`src/rtl/gate_vec_pkg.sv`:
```
// Shared definitions for the two-input gate-vector generator/decoder pair.
// Code bits: [0] AND, [1] OR, [2] NOT a, [3] XOR, [4] XNOR, [5] NAND, [6] NOR.
package gate_vec_pkg;

  localparam int GV_W = 7;

  localparam logic [GV_W-1:0] GV_CODE_00 = 7'h74;
  localparam logic [GV_W-1:0] GV_CODE_01 = 7'h2E;
  localparam logic [GV_W-1:0] GV_CODE_10 = 7'h2A;
  localparam logic [GV_W-1:0] GV_CODE_11 = 7'h13;

  typedef struct packed {
    logic a;
    logic b;
    logic err;
  } gv_entry_t;

  // Illegal codes decode to a=b=0 with err set.
  function automatic gv_entry_t gv_decode(input logic [GV_W-1:0] vec);
    gv_entry_t e;
    e = '{a: 1'b0, b: 1'b0, err: 1'b0};
    case (vec)
      GV_CODE_00: e = '{a: 1'b0, b: 1'b0, err: 1'b0};
      GV_CODE_01: e = '{a: 1'b0, b: 1'b1, err: 1'b0};
      GV_CODE_10: e = '{a: 1'b1, b: 1'b0, err: 1'b0};
      GV_CODE_11: e = '{a: 1'b1, b: 1'b1, err: 1'b0};
      default:    e = '{a: 1'b0, b: 1'b0, err: 1'b1};
    endcase
    return e;
  endfunction

endpackage

```
`src/rtl/gate_vec_fifo2.sv`:
```
// Two-entry synchronous FIFO; slot0 is always the head, so out_data is a flop.
// in_ready depends only on the registered occupancy.
module gate_vec_fifo2 #(
  parameter int W = 3
) (
  input  logic         clk,
  input  logic         rst_n,
  input  logic [W-1:0] in_data,
  input  logic         in_valid,
  output logic         in_ready,
  output logic [W-1:0] out_data,
  output logic         out_valid,
  input  logic         out_ready
);

  logic [1:0]   occ;
  logic [W-1:0] slot0, slot1;
  logic         push, pop;

  assign in_ready  = (occ != 2'd2);
  assign out_valid = (occ != 2'd0);
  assign out_data  = slot0;
  assign push      = in_valid & in_ready;
  assign pop       = out_valid & out_ready;

  always_ff @(posedge clk) begin
    if (!rst_n) begin
      occ   <= 2'd0;
      slot0 <= '0;
      slot1 <= '0;
    end else begin
      case (occ)
        2'd0: begin
          if (push) begin
            slot0 <= in_data;
            occ   <= 2'd1;
          end
        end
        2'd1: begin
          if (push && pop) begin
            slot0 <= in_data;
          end else if (push) begin
            slot1 <= in_data;
            occ   <= 2'd2;
          end else if (pop) begin
            // Empty head reads as zero rather than a stale entry.
            slot0 <= '0;
            occ   <= 2'd0;
          end
        end
        2'd2: begin
          if (pop) begin
            slot0 <= slot1;
            slot1 <= '0;
            occ   <= 2'd1;
          end
        end
        default: occ <= 2'd0;
      endcase
    end
  end

endmodule

```
`src/rtl/gate_vec_decoder.sv`:
```
// Gate-vector receiver: validates 7-bit words, recovers (a, b), buffers two
// results and keeps saturating good/bad counters plus a sticky error flag.
module gate_vec_decoder
  import gate_vec_pkg::*;
#(
  parameter int CNT_W        = 8,
  parameter bit DROP_INVALID = 1'b0
) (
  input  logic             clk_in,
  input  logic             rst_n_in,
  input  logic [GV_W-1:0]  vec_in,
  input  logic             vec_valid_in,
  output logic             vec_ready_out,
  output logic             a_out,
  output logic             b_out,
  output logic             err_out,
  output logic             out_valid_out,
  input  logic             out_ready_in,
  input  logic             clear_in,
  output logic [CNT_W-1:0] good_cnt_out,
  output logic [CNT_W-1:0] bad_cnt_out,
  output logic             sticky_err_out
);

  localparam logic [CNT_W-1:0] CNT_MAX = '1;
  localparam logic [CNT_W-1:0] CNT_ONE = 1;

  gv_entry_t dec, head;
  logic      rdy_en, fifo_in_valid, fifo_in_ready, accept;

  assign dec = gv_decode(vec_in);

  // rdy_en keeps ready low through reset and for the release edge itself.
  assign vec_ready_out = rdy_en & fifo_in_ready;
  assign accept        = vec_valid_in & vec_ready_out;
  assign fifo_in_valid = vec_valid_in & rdy_en & (!dec.err || !DROP_INVALID);

  gate_vec_fifo2 #(.W($bits(gv_entry_t))) u_fifo (
    .clk       (clk_in),
    .rst_n     (rst_n_in),
    .in_data   (dec),
    .in_valid  (fifo_in_valid),
    .in_ready  (fifo_in_ready),
    .out_data  (head),
    .out_valid (out_valid_out),
    .out_ready (out_ready_in)
  );

  assign a_out   = head.a;
  assign b_out   = head.b;
  assign err_out = head.err;

  always_ff @(posedge clk_in) begin
    if (!rst_n_in) begin
      rdy_en         <= 1'b0;
      good_cnt_out   <= '0;
      bad_cnt_out    <= '0;
      sticky_err_out <= 1'b0;
    end else begin
      rdy_en <= 1'b1;
      if (clear_in) begin
        good_cnt_out   <= '0;
        bad_cnt_out    <= '0;
        sticky_err_out <= 1'b0;
      end else if (accept) begin
        if (dec.err) begin
          sticky_err_out <= 1'b1;
          if (bad_cnt_out != CNT_MAX) bad_cnt_out <= bad_cnt_out + CNT_ONE;
        end else if (good_cnt_out != CNT_MAX) begin
          good_cnt_out <= good_cnt_out + CNT_ONE;
        end
      end
    end
  end

endmodule

```
`config.mk`:
```
export PLATFORM = sky130hd
export DESIGN_NAME = gate_vec_decoder
export DESIGN_NICKNAME = d
export VERILOG_FILES = /design/src/rtl/gate_vec_pkg.sv /design/src/rtl/gate_vec_fifo2.sv /design/src/rtl/gate_vec_decoder.sv
export SDC_FILE = /design/constraint.sdc
export NUM_CORES = 1
export LEC_CHECK = 0
export BUFFER_PORTS_ARGS = -buffer_cell sky130_fd_sc_hd__buf_2
export CAP_MARGIN = 15
export CORE_MARGIN = 5
export CORE_UTILIZATION = 50
export CTS_BUF_LIST = sky130_fd_sc_hd__clkbuf_16
export DETAILED_ROUTE_END_ITERATION = 7
export PLACE_DENSITY = 0.81
export SYNTH_ARGS = -nofsm -noshare
export SYNTH_HDL_FRONTEND = slang
export SYNTH_SLANG_ARGS = --single-unit
export TNS_END_PERCENT = 5
```
`constraint.sdc`:
```
create_clock -name clk_in -period 2.35 [get_ports clk_in]
set_clock_uncertainty 0.1 [all_clocks]
set_input_delay 0.47 -clock clk_in [delete_from_list [all_inputs] [get_ports clk_in]]
set_output_delay 0.47 -clock clk_in [all_outputs]
set_load 0.005 [all_outputs]
```
==> results.sh, run 1 <==
export IMPL_place_area_um2=1670
export IMPL_dp_cells=230
export IMPL_drc_errors=0
export IMPL_syn_avg_cell_area_um2=8.68
export IMPL_clock_path_buffers=2
export IMPL_grt_overflow_total=0
export IMPL_path_class="flip-flop to flip-flop"
export IMPL_die_x_um=63.8
export IMPL_antenna_found_initial=0
export IMPL_ir_drop_mv=0.514
export IMPL_htree_levels=1
export IMPL_io_buffers=33
export IMPL_cp_num_buf_inv=1
export IMPL_crit_family="compound AO/OA/AOI/OAI gates"
export IMPL_drt_wl_total_um=3650
export IMPL_synth_seq_area_share_pct=35.9
export IMPL_hold_class="input port to flip-flop"
export IMPL_grt_pass1_wl_um=6410
export IMPL_timing_final_crit_share_pct=90.4
export IMPL_first_pass_iters=5
export IMPL_pre_cts_slack_ns=0.122
export IMPL_first_iter_violations=98
export IMPL_track_usage_pct=18.7
export IMPL_cp_slowest_stage_delay_ns=0.40
export IMPL_p_total_mw=1.18
export IMPL_io_pins=34
export IMPL_drt_vias_per_instance=6.11
export IMPL_cts_hold_fix_buffers=0
export IMPL_clock_sinks=26
export IMPL_drive_gt1_share_pct=24.3
export IMPL_coreArea_um2=2760
export IMPL_initial_core_util_pct=52.5
export IMPL_syn_nets=186
export IMPL_cellLeakagePower_nw=0.754
export IMPL_layout_setup_ws_ns=0.226
export IMPL_cp_required_ns=2.40
export IMPL_place_gp_congestion=0.905
export IMPL_cts_buffers=3
export IMPL_final_area_um2=1750
export IMPL_start_kind="flip-flop"
export IMPL_num_rows=19
export IMPL_die_area_um2=4070
export IMPL_ant_nets=0
export IMPL_hold_ws_ns=0.366
export IMPL_root_buffer="clkbuf_16"
export IMPL_synth_distinct_cells=43
export IMPL_outcome="finished clean"
export IMPL_crit_path_cell_trace="inv_1 > ha_1 > and3b_1 > o21ai_0 > a21oi_2 > a21oi_1 > a31o_2"
export IMPL_tritoncts="done"
export IMPL_arrival_ns=2.17
export IMPL_crit_slowest_cell="dfxtp_1"
export IMPL_die_h_um=63.8
export IMPL_dpl_hpwl_um=2650
export IMPL_syn_inst=167
export IMPL_post_cts_setup_buffer_count=0
export IMPL_layoutNonFillerInstCount=233
export IMPL_rsz0062_at_grt="false"
export IMPL_p_per_area_nw_per_um2=677
export IMPL_yosysWarningCount=0
export IMPL_relSlewSlack_pct=57.8
export IMPL_area_growth_syn_to_layout_pct=20.7
export IMPL_wl_per_cell_um=15.7
export IMPL_grt_pass1_vias=1384
export IMPL_fin_nets=223
export IMPL_tightestPinTransition_ns=0.626
export IMPL_cap_viol_max_count=0
export IMPL_end_kind="flip-flop"
export IMPL_synth_area_um2=1450
export IMPL_cts_clk_slew_worst_paths_ns=0.06
export IMPL_crit_fanout=8
export IMPL_slew_violations=0
export IMPL_setup_violations=0
export IMPL_antenna_cells=0
export IMPL_hold_viol=0
export IMPL_insertion_delay_ns=0.25
export IMPL_fmax_ghz=0.471
export IMPL_tns_ns=0
export IMPL_ys_ff_latch=26
export IMPL_fin_util_pct=63.4
export IMPL_num_vias=1423
export IMPL_fin_crit_ns=2.12
export IMPL_grt_start_max_net_pins=14
==> state kept, by name, summed over array words and instances (netlist names) <==
signal           cells
u_fifo.slot1         3
rdy_en               1
bad_cnt_out          8
good_cnt_out         8
sticky_err_out       1
u_fifo.occ           2
u_fifo.out_data      3
==> layout by cell type (no fill, tap or decap), types with 3 or more instances in the layout <==
cell and n:
nand2b_1 7, o31ai_1 3, nand2_1 14, a21oi_1 13, ha_1 7, inv_1 6, o211ai_1 3, buf_4 5
mux2i_1 4, buf_2 33, nand4_1 4, clkbuf_16 3, nor2_1 13, nor2b_1 3, dfxtp_1 26, or4_1 4
xnor2_1 4, nand3_1 9, o21ai_0 10
==> per-layer routing <==
layer | track usage [%] | vias up | wire (um)
met5 | 0 | - | 0
met4 | 5.19 | 0 | 51
met3 | 4.55 | 8 | 245
met2 | 32.3 | 61 | 1870
met1 | 22.8 | 665 | 1480
li1 | - | 689 | -
==> report_power, final <==
| part | switching, mW | internal, mW | total, mW |
|---|---|---|---|
| Combinational | 0.182 | 0.127 | 0.310 |
| Clock | 0.140 | 0.225 | 0.366 |
| Sequential | 0.0280 | 0.481 | 0.509 |
==> Yosys cell counts (all sizes together) <==
| library cell | n | area share [%] |
|---|---|---|
| nand3b | 1 | 0.78 |
| or3 | 1 | 0.43 |
| nor2 | 13 | 3.4 |
| mux2i | 4 | 2.8 |
| nor2b | 3 | 1.3 |
| and3b | 1 | 0.60 |
| a41o | 1 | 0.69 |
| inv | 6 | 1.6 |
| a21boi | 1 | 0.52 |
| nand2 | 14 | 3.6 |
| dfxtp | 26 | 36 |
| or4 | 4 | 2.1 |
| a2111oi | 1 | 1.0 |
| and4bb | 2 | 2.0 |
| a21oi | 14 | 5.1 |
| o211ai | 3 | 1.6 |
| xor2 | 1 | 0.60 |
| nand3 | 9 | 3.1 |
| nor3 | 1 | 0.35 |
| and2 | 1 | 0.43 |
| and3 | 2 | 0.86 |
| ha | 7 | 6.0 |
| a211oi | 2 | 1.0 |
| a31oi | 2 | 0.86 |
| nor3b | 2 | 1.4 |
| nand4 | 4 | 1.7 |
| xnor2 | 4 | 2.4 |
| nor4bb | 1 | 0.69 |
| o21ai | 10 | 3.5 |
| clkbuf | 4 | 1.0 |
| o311ai | 1 | 0.60 |
| nand4b | 1 | 0.60 |
| nand2b | 7 | 3.0 |
| maj3 | 1 | 0.69 |
| buf | 2 | 0.69 |
| o41ai | 2 | 1.2 |
| a31o | 2 | 1.2 |
| o31ai | 3 | 1.6 |
| a32oi | 3 | 3.1 |
==> kinds of logic (layout without fill, tap and decap cells) <==
logic type	Yosys count	in the layout	synth area share (%)
and+or+nand+nor	67	67	26.3
AOI/OAI and AO/OA	45	45	21.9
DFF	26	26	35.9
buffers and inverters	12	47	3.28
adders and majority gates	8	8	6.74
xor gates and xnor gates	5	5	3.02
muxes	4	4	2.76
==> worst reg2reg max path: stages, from the launching register on <==
cell	delay (ns)
dfxtp_1	0.40
inv_1	0.09
ha_1	0.22
and3b_1	0.25
o21ai_0	0.24
a21oi_2	0.38
a21oi_1	0.13
a31o_2	0.22
==> cell type report <==
| cell class | count | area [um2] |
|---|---|---|
| fillers | 247 | 1010 |
| multi-input cells | 129 | 890 |
| flip-flops and latches | 26 | 520 |
| repair buffers | 38 | 203 |
| clock buffers | 3 | 75.1 |
| well taps | 31 | 38.8 |
| inverters | 6 | 22.5 |
==> timing repair <==
item                                    4_1_cts  5_1_grt
endpoints found under the setup margin        0        2
gates resized for setup                       0        1
hold endpoints to repair                      0        0
==> final timing paths <==
path / start / end / slack (ns) / cells past startpoint
worst max-delay path: u_fifo.occ[0]$_SDFFE_PN0P_ / good_cnt_out[3]$_SDFFE_PP0P_ / 0.23 / 7
worst min-delay path: rst_n_in / rdy_en$_DFF_P_ / 0.37 / 1
worst min register to register: good_cnt_out[1]$_SDFFE_PP0P_ / good_cnt_out[1]$_SDFFE_PP0P_ / 0.39 / 2
worst max register to register: u_fifo.occ[0]$_SDFFE_PN0P_ / good_cnt_out[3]$_SDFFE_PP0P_ / 0.23 / 7
Power figures use the tool's default switching activity.
==> inputs of run 2 (changes only) <==
--- a/config.mk
+++ b/config.mk
@@ -7,11 +7,13 @@
 export LEC_CHECK = 0
 export BUFFER_PORTS_ARGS = -buffer_cell sky130_fd_sc_hd__buf_2
 export CAP_MARGIN = 15
+export CELL_PAD_IN_SITES_DETAIL_PLACEMENT = 1
+export CELL_PAD_IN_SITES_GLOBAL_PLACEMENT = 1
 export CORE_MARGIN = 5
-export CORE_UTILIZATION = 50
+export CORE_UTILIZATION = 39
 export CTS_BUF_LIST = sky130_fd_sc_hd__clkbuf_16
 export DETAILED_ROUTE_END_ITERATION = 7
-export PLACE_DENSITY = 0.81
+export PLACE_DENSITY = 0.84
 export SYNTH_ARGS = -nofsm -noshare
 export SYNTH_HDL_FRONTEND = slang
 export SYNTH_SLANG_ARGS = --single-unit
==> run 2 against run 1 <==
Register-to-register slack got worse by 0.04 ns; first-iteration DRC count down 39%; via count down 1.3%; combinational power grew 2%; utilization shrank 15 points; worst setup slack lost 0.044 ns; count of clock-buffer cells in the layout unchanged; worst hold slack lost 0.0050 ns; final cell count up 7.7%; critical path type unchanged; largest cell class unchanged.
==> results.sh, run 2 (synthesis gave the netlist of run 1 again) <==
export IMPL_path_class="flip-flop to flip-flop"
export IMPL_outcome="finished clean"
export IMPL_r2r_cells=7
export IMPL_post_cts_setup_buffer_count=0
export IMPL_num_rows=22
export IMPL_die_x_um=71.0
export IMPL_cp_slowest_stage_delay_ns=0.41
export IMPL_cts_clk_slew_worst_paths_ns=0.07
export IMPL_place_area_um2=1690
export IMPL_coreArea_um2=3630
export IMPL_relSlewSlack_pct=58.1
export IMPL_antenna_found_initial=0
export IMPL_fmax_ghz=0.461
export IMPL_combPwrFrac_pct=26.1
export IMPL_crit_slowest_cell="dfxtp_1"
export IMPL_final_area_um2=1770
export IMPL_fillCellCount=476
export IMPL_crit_fanout=8
export IMPL_p_per_area_nw_per_um2=682
export IMPL_grt_overflow_total=0
export IMPL_cp_required_ns=2.41
export IMPL_clock_path_buffers=2
export IMPL_drt_wl_total_um=4070
export IMPL_drc_errors=0
export IMPL_grt_start_max_net_pins=15
export IMPL_layout_setup_ws_ns=0.182
export IMPL_fin_crit_ns=2.17
export IMPL_cts_resized=0
export IMPL_arrival_ns=2.23
export IMPL_io_buffers=33
export IMPL_reg2reg_slack_ns=0.18
export IMPL_die_area_um2=5030
export IMPL_hold_viol=0
export IMPL_startpoint="u_fifo.occ[0]$_SDFFE_PN0P_"
export IMPL_end_kind="flip-flop"
export IMPL_timing_final_crit_share_pct=92.3
export IMPL_tightestPinTransition_ns=0.622
export IMPL_switching_share_pct=30.9
export IMPL_seqPwrFrac_pct=42.0
export IMPL_drive_gt1_share_pct=24.1
export IMPL_num_vias=1404
export IMPL_crit_path_cell_trace="inv_1 > ha_1 > and3b_1 > o21ai_0 > a21oi_2 > a21oi_1 > a31o_2"
export IMPL_drt_vias_per_instance=5.59
export IMPL_insertion_delay_ns=0.26
export IMPL_hold_path_end="rdy_en$_DFF_P_"
export IMPL_htree_levels=1
export IMPL_final_common_cell="buf_2"
export IMPL_antenna_cells=0
export IMPL_cts_buffers=3
export IMPL_ir_drop_mv=0.237
export IMPL_io_pins=34
export IMPL_tritoncts="done"
export IMPL_internal_power_mw=0.837
export IMPL_layout_common_cells="33 x buf_2, 26 x dfxtp_1, 14 x nand2_1, 13 x nor2_1, 13 x a21oi_1"
export IMPL_cap_viol_max_count=0
export IMPL_clock_power_share_pct=31.9
export IMPL_pre_cts_slack_ns=0.0843
export IMPL_root_buffer="clkbuf_16"
export IMPL_p_switching_mw=0.374
export IMPL_p_total_mw=1.21
export IMPL_start_kind="flip-flop"
export IMPL_hold_class="input port to flip-flop"
export IMPL_grt_pass1_vias=1505
export IMPL_clock_sinks=26
export IMPL_place_gp_congestion=0.764
export IMPL_initial_core_util_pct=39.9
export IMPL_ant_nets=0
export IMPL_grt_pass1_wl_um=6870
export IMPL_first_iter_violations=60
export IMPL_min_from="rst_n_in"
export IMPL_hold_path_depth=1
export IMPL_area_growth_syn_to_layout_pct=22.5
export IMPL_first_pass_iters=3
export IMPL_track_usage_pct=16.6
export IMPL_dpl_hpwl_um=3130
export IMPL_cellLeakagePower_nw=0.756
export IMPL_die_h_um=71.0
export IMPL_setup_violations=0
export IMPL_wl_per_cell_um=16.2
export IMPL_r2r_end="good_cnt_out[2]$_SDFFE_PP0P_"
export IMPL_fin_nets=223
export IMPL_reg_top3="bad_cnt_out: 8 flops, good_cnt_out: 8 flops"
export IMPL_slew_violations=0
export IMPL_hold_ws_ns=0.361
export IMPL_cts_hold_fix_buffers=0
export IMPL_rsz0062_at_grt="false"
export IMPL_reg2reg_from="u_fifo.occ[0]$_SDFFE_PN0P_"
export IMPL_tns_ns=0
[run 2: final cells by class]
cell class / count / area, um2 / share of cell area, %
repair buffers: 38 / 203 / 11.4
clock inverters: 1 / 3.75 / 0.212
multi-input cells: 129 / 890 / 50.1
inverters: 6 / 22.5 / 1.27
well taps: 48 / 60.1 / 3.39
flip-flops and latches: 26 / 520 / 29.3
clock buffers: 3 / 75.1 / 4.23
[run 2: worst max-delay path by stage]
stage / endpoint / slack (ns) / cells after the start
global route: bad_cnt_out[7]$_SDFFE_PP0P_ / 0.06 / 7
CTS: bad_cnt_out[7]$_SDFFE_PP0P_ / 0.05 / 7
detailed placement: bad_cnt_out[7]$_SDFFE_PP0P_ / 0.08 / 6
global placement: bad_cnt_out[5]$_SDFFE_PP0P_ / 0.19 / 6
finish: good_cnt_out[2]$_SDFFE_PP0P_ / 0.18 / 7
floorplan: bad_cnt_out[5]$_SDFFE_PP0P_ / 0.35 / 8
[run 2: worst max-delay path, delay by kind of cell (launching register included)]
family | cells | cell delay (ns)
AO/OA/AOI/OAI | 4 | 0.98
flip-flops | 1 | 0.41
AND/OR/NAND/NOR | 1 | 0.26
adder cells (fa/ha/maj) | 1 | 0.22
buffers and inverters | 1 | 0.10
[run 2: stage by stage]
stage | util (%) | instances
detailed placement | 46.4 | 247
global route | 48.8 | 251
finish | 48.8 | 251
global placement | 46.4 | 247
floorplan | - | 167
CTS | 48.6 | 251
[run 2: metal layers]
layer,up-vias,GRT usage (%),wire (um)
li1,691,-,-
met1,686,18.2,1700
met2,21,31.9,2200
met3,6,3.13,142
met4,0,5.22,30
met5,-,0,0
[run 2: power by group through the flow]
stage               sequential (mW)  clock, mW  combinational [mW]
global placement              0.515          0               0.288
global route                  0.514      0.412               0.355
finish                        0.508      0.386               0.316
CTS                           0.509      0.394               0.317
detailed placement            0.519          0               0.314
floorplan                     0.517          0               0.195
